==> src/rtl/pc_fetch_if.sv <==
// Instruction-memory fetch bus between pc_fetch and instruction memory.
//   inst_req   : fetch request, held until acked
//   inst_addr  : word-aligned fetch address, stable while inst_req=1
//   inst_ack   : memory accepted request; inst_rdata valid in the same cycle
//   inst_rdata : fetched instruction
// Modports: master (fetch unit side), slave (memory side).
interface pc_fetch_if #(
  parameter int ADDR_W = 32,
  parameter int DATA_W = 32
);
  logic              inst_req;
  logic [ADDR_W-1:0] inst_addr;
  logic              inst_ack;
  logic [DATA_W-1:0] inst_rdata;

  modport master (output inst_req, output inst_addr, input inst_ack, input inst_rdata);
  modport slave  (input inst_req, input inst_addr, output inst_ack, output inst_rdata);
endinterface

==> src/rtl/pc_fetch.sv <==
// Instruction-fetch front end feeding the IF/ID register.
// Owns the PC, issues fetches over the req/ack bus, presents {pc,inst} to
// IF/ID through a registered slot, and parks one extra response in a skid
// buffer while IF/ID is stalled. Handles branch redirects and exception
// flushes, dropping any response that was in flight at redirect time.
// Ports:
//   clk, rst        : clock, async active-low reset
//   stall           : IF/ID hold; slot transfers when out_valid & ~stall
//   branch_flag/branch_target : redirect pulse from ID
//   flush/new_pc    : exception redirect from ctrl (wins over branch)
//   bus             : pc_fetch_if.master instruction-memory bus
//   out_valid/out_pc/out_inst : registered slot toward IF/ID
//   fetch_adel      : misaligned redirect target (only with PC_ALIGN_CHECK_EN)
// Build option PC_ALIGN_CHECK_EN: when defined, a misaligned redirect target
// parks the block until the next flush and raises fetch_adel; when undefined
// the low two target bits are forced to zero.
// The bus interface must be instantiated with the same ADDR_W/DATA_W.
module pc_fetch #(
  parameter int              ADDR_W   = 32,
  parameter int              DATA_W   = 32,
  parameter logic [ADDR_W-1:0] RESET_PC = '0
) (
  input  logic              clk,
  input  logic              rst,
  input  logic              stall,
  input  logic              branch_flag,
  input  logic [ADDR_W-1:0] branch_target,
  input  logic              flush,
  input  logic [ADDR_W-1:0] new_pc,
  pc_fetch_if.master        bus,
  output logic              out_valid,
  output logic [ADDR_W-1:0] out_pc,
  output logic [DATA_W-1:0] out_inst
`ifdef PC_ALIGN_CHECK_EN
  ,
  output logic              fetch_adel
`endif
);

  typedef enum logic [1:0] {IDLE, REQ, WAIT} state_t;

  state_t            state, state_n;
  logic [ADDR_W-1:0] pc, addr_q, addr_n, tgt_raw, tgt;
  logic [ADDR_W-1:0] skid_pc;
  logic [DATA_W-1:0] skid_inst;
  logic              skid_valid, discard, adel_q;
  logic              ack, slot_free, redir, misal, issue;

  assign bus.inst_req  = (state == REQ);
  assign bus.inst_addr = addr_q;

  assign ack       = bus.inst_req & bus.inst_ack;
  assign slot_free = ~out_valid | ~stall;
  assign tgt_raw   = flush ? new_pc : branch_target;

`ifdef PC_ALIGN_CHECK_EN
  // Parked on a bad target: only a flush can move us again.
  assign redir = flush | (branch_flag & ~adel_q);
  assign tgt   = tgt_raw;
  assign misal = |tgt_raw[1:0];
  assign fetch_adel = adel_q;
`else
  assign redir  = flush | branch_flag;
  assign tgt    = tgt_raw & ~{{(ADDR_W-2){1'b0}}, 2'b11};
  assign misal  = 1'b0;
  assign adel_q = 1'b0;
`endif

  // Next state plus "issue": load addr_q with a new fetch address.
  always_comb begin
    state_n = state;
    issue   = 1'b0;
    addr_n  = addr_q;
    unique case (state)
      IDLE: begin
        if (redir && misal) state_n = WAIT;
        else begin
          issue  = 1'b1;
          addr_n = redir ? tgt : pc;
        end
      end
      REQ: begin
        if (ack) begin
          if (redir) begin
            if (misal) state_n = WAIT;
            else begin
              issue  = 1'b1;
              addr_n = tgt;
            end
          end else if (discard) begin
            // pc already holds the redirect target captured earlier
            if (adel_q) state_n = WAIT;
            else begin
              issue  = 1'b1;
              addr_n = pc;
            end
          end else if (!slot_free) begin
            state_n = WAIT;  // response goes to skid; stop fetching
          end else begin
            issue  = 1'b1;
            addr_n = pc + ADDR_W'(4);
          end
        end
      end
      WAIT: begin
        if (redir) begin
          if (!misal) begin
            issue  = 1'b1;
            addr_n = tgt;
          end
        end else if (!adel_q && slot_free) begin
          // slot drains this edge, skid moves into it
          issue  = 1'b1;
          addr_n = pc;
        end
      end
      default: state_n = IDLE;
    endcase
    if (issue) state_n = REQ;
  end

  always_ff @(posedge clk or negedge rst) begin
    if (!rst) state <= IDLE;
    else      state <= state_n;
  end

  always_ff @(posedge clk or negedge rst) begin
    if (!rst) begin
      pc         <= RESET_PC;
      addr_q     <= '0;
      discard    <= 1'b0;
      skid_valid <= 1'b0;
      skid_pc    <= '0;
      skid_inst  <= '0;
      out_valid  <= 1'b0;
      out_pc     <= '0;
      out_inst   <= '0;
    end else begin
      if (issue) addr_q <= addr_n;

      if (redir)             pc <= tgt;
      else if (ack && !discard) pc <= pc + ADDR_W'(4);

      // An outstanding request cannot be withdrawn, so its data is dropped.
      if (ack)                        discard <= 1'b0;
      else if (redir && state == REQ) discard <= 1'b1;

      if (redir) begin
        out_valid  <= 1'b0;
        skid_valid <= 1'b0;
        if (misal) out_pc <= tgt;
      end else if (skid_valid) begin
        if (slot_free) begin
          out_valid  <= 1'b1;
          out_pc     <= skid_pc;
          out_inst   <= skid_inst;
          skid_valid <= 1'b0;
        end
      end else if (ack && !discard) begin
        if (slot_free) begin
          out_valid <= 1'b1;
          out_pc    <= addr_q;
          out_inst  <= bus.inst_rdata;
        end else begin
          skid_valid <= 1'b1;
          skid_pc    <= addr_q;
          skid_inst  <= bus.inst_rdata;
        end
      end else if (slot_free) begin
        out_valid <= 1'b0;
      end
    end
  end

`ifdef PC_ALIGN_CHECK_EN
  always_ff @(posedge clk or negedge rst) begin
    if (!rst)       adel_q <= 1'b0;
    else if (redir) adel_q <= misal;
  end
`endif

endmodule

==> src/flat_wrapper.sv <==
// flat-port wrapper written by rule: the top's interface ports become plain ports
module pc_fetch_flat 
#(
  parameter int              ADDR_W   = 32,
  parameter int              DATA_W   = 32,
  parameter logic [ADDR_W-1:0] RESET_PC = '0
)
  (clk, rst, stall, branch_flag, branch_target, flush, new_pc, out_valid, out_pc, out_inst, bus_inst_req, bus_inst_addr, bus_inst_ack, bus_inst_rdata);
  pc_fetch_if #(.ADDR_W(ADDR_W), .DATA_W(DATA_W)) bus_i ();
  input  logic clk;
  input  logic rst;
  input  logic stall;
  input  logic branch_flag;
  input  logic [ADDR_W-1:0] branch_target;
  input  logic flush;
  input  logic [ADDR_W-1:0] new_pc;
  output logic out_valid;
  output logic [ADDR_W-1:0] out_pc;
  output logic [DATA_W-1:0] out_inst;
  output wire logic [$bits(bus_i.inst_req)-1:0] bus_inst_req;
  output wire logic [$bits(bus_i.inst_addr)-1:0] bus_inst_addr;
  input wire logic [$bits(bus_i.inst_ack)-1:0] bus_inst_ack;
  input wire logic [$bits(bus_i.inst_rdata)-1:0] bus_inst_rdata;
  assign bus_inst_req = bus_i.inst_req;
  assign bus_inst_addr = bus_i.inst_addr;
  assign bus_i.inst_ack = bus_inst_ack;
  assign bus_i.inst_rdata = bus_inst_rdata;
  pc_fetch #(.ADDR_W(ADDR_W), .DATA_W(DATA_W), .RESET_PC(RESET_PC)) u_core (.clk(clk), .rst(rst), .stall(stall), .branch_flag(branch_flag), .branch_target(branch_target), .flush(flush), .new_pc(new_pc), .bus(bus_i), .out_valid(out_valid), .out_pc(out_pc), .out_inst(out_inst));
endmodule
==> config.mk <==
export PLATFORM = sky130hd
export DESIGN_NAME = pc_fetch_flat
export DESIGN_NICKNAME = d
export VERILOG_FILES = /design/src/rtl/pc_fetch_if.sv /design/src/rtl/pc_fetch.sv /design/src/flat_wrapper.sv
export SDC_FILE = /design/constraint.sdc
export NUM_CORES = 1
export LEC_CHECK = 0
export BUFFER_PORTS_ARGS = -buffer_cell sky130_fd_sc_hd__buf_2
export CAP_MARGIN = 20
export CORE_UTILIZATION = 35
export CTS_CLUSTER_DIAMETER = 50
export DETAILED_ROUTE_END_ITERATION = 10
export SYNTH_ARGS = -nofsm -noshare
export SYNTH_HDL_FRONTEND = slang
export SYNTH_SLANG_ARGS = --single-unit
==> constraint.sdc <==
create_clock -name clk -period 5.2 [get_ports clk]
set_input_delay 0 -clock clk [delete_from_list [all_inputs] [get_ports clk]]
set_output_delay 0 -clock clk [all_outputs]
set_load 0.01 [all_outputs]
==> results.sh <==
export IMPL_status="finished, final reports clean"
export IMPL_cts_tree="built"
export IMPL_synth_top_area_share_pct=50.19
export IMPL_avgRoutedWirePerCell_um=17.39
export IMPL_ys_ff_latch=192
export IMPL_drt_wl_total_um=26380
export IMPL_cpMaxStageDelayCell="nor2_2"
export IMPL_overflow=0
export IMPL_cp_start_kind="flip-flop"
export IMPL_synth_edf_count=0
export IMPL_core_area_sq_mm=0.02688
export IMPL_hp_class="input pin to flip-flop"
export IMPL_yosys_most_used_dff="dfrtp_1"
export IMPL_cp_required_ps=5490
export IMPL_seq_area_frac_synth_pct=50.19
export IMPL_max_freq_ghz=0.3251
export IMPL_reg2regPathDepth=7
export IMPL_cts_buffer_depth=2
export IMPL_cp_max_fo=100
export IMPL_cts_inserted_buffers=17
export IMPL_ff_latch_area_sq_mm=0.004808
export IMPL_setup_viol=0
export IMPL_synth_area_leader_cell="dfrtp_1"
export IMPL_cp_num_buf_inv=2
export IMPL_cp_top_family="simple AND/OR/NAND/NOR gates"
export IMPL_gp_congestion=0.8948
export IMPL_critPathKind="flip-flop to flip-flop"
export IMPL_ctsRootBufferMaster="clkbuf_16"
export IMPL_drt_iter0_drc=802
export IMPL_dp_hpwl_um=17580
export IMPL_antenna_found_initial=0
export IMPL_async_reset_ff_share_pct=100.0
export IMPL_cts_sinks=192
export IMPL_grt_total_usage_pct=19.21
export IMPL_period_minus_slack_ps=3076
export IMPL_row_count=60
export IMPL_grt_first_pass_wirelength_um=42480
export IMPL_boundaryPins=200
export IMPL_dp_cells=1411
export IMPL_h_tree_depth=4
export IMPL_grt_max_degree=127
export IMPL_netlist_area_sq_mm=0.009573
export IMPL_p_per_area_mw_per_mm2=328.6
export IMPL_fin_util_pct=44.93
export IMPL_clk_latency_ps=430
export IMPL_die_height_um=167.4
export IMPL_cts_resized=0
export IMPL_power_leakage_nw=5.389
export IMPL_holdPathStages=3
export IMPL_maxCapViolCount=0
export IMPL_grt_pass1_vias=7589
export IMPL_nets=1266
export IMPL_vias_per_cell=5.308
export IMPL_synth_area_leaders="dfrtp_1, mux2_2, mux2i_1"
export IMPL_detailroute_via_count=8052
export IMPL_syn_area_per_cell_sq_um=10.15
export IMPL_crit_chain="or3b_1 -> nor2_2 -> o211ai_1 -> buf_4 -> buf_16 -> nand2_1 -> o21ai_0"
export IMPL_rsz0062_at_grt="false"
export IMPL_start_util_pct=35.62
export IMPL_cp_arrival_ps=3360
export IMPL_hold_violations=0
export IMPL_period_share_pct=59.15
export IMPL_synth_warnings=0
export IMPL_dieArea_sq_mm=0.02802
export IMPL_diodes=0
export IMPL_fillerInstances=2548
export IMPL_cp_slowest_stage_delay_ps=760
export IMPL_drive_above_1_share_pct=27.04
export IMPL_max_slew_margin_pct=30.79
export IMPL_clk_transition_reported_paths_ps=80
export IMPL_slew_viol_final=0
export IMPL_multi_input_area_sq_mm=0.004372
export IMPL_vdd_drop_max_v=0.0001950
export IMPL_endpoint_kind="flip-flop"
export IMPL_fin_skew_ps=10.04
export IMPL_tns_ps=0
export IMPL_synth_distinct_cells=63
export IMPL_portBuffers=195
export IMPL_remaining_drc_errors=0
export IMPL_cp_num_cells=7
export IMPL_worstMarginPinSlew_ps=1036
export IMPL_first_pass_iters=5
export IMPL_postRouteAntennaNets=0
export IMPL_syn_num_nets=1046
export IMPL_die_w_um=167.4
export IMPL_syn_to_final_growth_pct=26.13
export IMPL_synth_cells=943
export IMPL_stdcell_count=1517
==> worst reg2reg max path, delay by kind of cell, from the launching register on <==
| family | cells | cell delay (ps) |
|---|---|---|
| and+or+nand+nor | 3 | 1620 |
| AOI/OAI and AO/OA | 2 | 240 |
| DFF | 1 | 560 |
| buffers and inverters | 2 | 510 |
==> what timing repair did <==
| item | 4_1_cts | 5_1_grt |
|---|---|---|
| endpoints found under the hold margin | 159 | 0 |
| setup endpoints to repair | 0 | 0 |
| hold buffers | 73 | 0 |
| buffers inserted | 0 | 0 |
==> through the flow <==
stage                     setup slack (ps)  total power [mW]  hold WS, ps  instance area, sq um
after floorplan                       2944             2.248       -295.6                  9573
after global placement                2133             2.562        66.69                 10700
after detailed placement              2068             2.583        63.33                 10700
after CTS                             2084             4.009        5.398                 12050
after global routing                  1894             4.184        29.56                 12070
final                                 2124             3.968        22.45                 12070
==> cell families (layout without fill, tap and decap cells) <==
family                     Yosys count  in the layout  synth area share (%)
and+or+nand+nor                    264            264                 13.15
muxes                              126            126                 14.00
xor gates and xnor gates            21             21                 1.921
AOI/OAI and AO/OA                  252            252                 16.35
DFF                                192            192                 50.19
buffers and inverters               87            320                 4.261
adders and majority gates            1              1                0.1307
==> routing by layer <==
metal	GRT usage, %	vias to the layer above	routed length (um)	part of all wire, %
met3	3.687	31	1471	5.6
met2	29.40	318	11950	45
met4	5.505	0	426	1.6
li1	-	3875	-	-
met5	0	-	0	0
met1	27.54	3828	12530	47
==> synthesized netlist by cell type (all sizes together) (3+ instances only) <==
cell type,number
o211ai,4
a311oi,3
o41ai,3
a21oi,53
nand4,14
nand2b,4
o21a,4
xnor2,14
nor2b,3
mux2,63
a221o,7
nand2,112
o22a,3
a22o,12
nor4,17
a22oi,18
and2,4
o21ai,100
or3,3
nor2,50
a2bb2oi,3
and4,4
o31ai,3
inv,9
clkbuf,51
buf,27
xor2,7
mux2i,63
and3,4
o31a,6
or4,7
a31oi,16
o22ai,6
nand3,18
dfrtp,192
nor3,16
==> state kept, by name, summed over array words and instances, names as in the netlist <==
name,cells
u_core.out_inst,32
u_core.pc,30
u_core.skid_inst,32
u_core.bus.inst_addr,31
u_core.state,2
u_core.skid_pc,31
u_core.out_valid,1
u_core.skid_valid,1
u_core.discard,1
u_core.out_pc,31
==> placed cells by master, fill, tap and decap left out, drive strengths merged, types with 7 or more instances in the layout <==
cell type / n
a21oi: 53
nor4: 17
xnor2: 14
nand2: 112
xor2: 7
dfrtp: 192
nand4: 14
a22oi: 18
dlygate4sd3: 73
clkbuf: 18
mux2i: 63
a221o: 7
nor2: 50
mux2: 63
buf: 205
a31oi: 16
or4: 7
a22o: 12
o21ai: 100
nand3: 18
inv: 17
nor3: 16
==> where the power goes <==
group	total (mW)	switching, mW	internal, mW
Clock	1.37	0.633	0.736
Combinational	0.734	0.399	0.335
Sequential	1.86	0.166	1.70
==> path summary, 6_finish.rpt <==
path / start / end / slack (ps)
worst min-delay path: new_pc[13] / u_core.pc[13] / 20
max in group asynchronous: rst / u_core.skid_inst[16] / 3670
worst min register to register: u_core.out_pc[19] / u_core.out_pc[19] / 470
worst max register to register: u_core.discard / u_core.out_inst[9] / 2120
min in group asynchronous: rst / u_core.pc[5] / 150
worst max-delay path: u_core.discard / u_core.out_inst[9] / 2120
==> area by class of cell <==
cell class,instances,area share (%)
Sequential cell,192,39.82
Multi-Input combinational cell,664,36.21
Timing Repair Buffer,279,15.06
Tap cell,341,3.534
Clock buffer,17,3.523
Clock inverter,15,1.575
Inverter,9,0.2798
(Power assumes the default switching activity.)
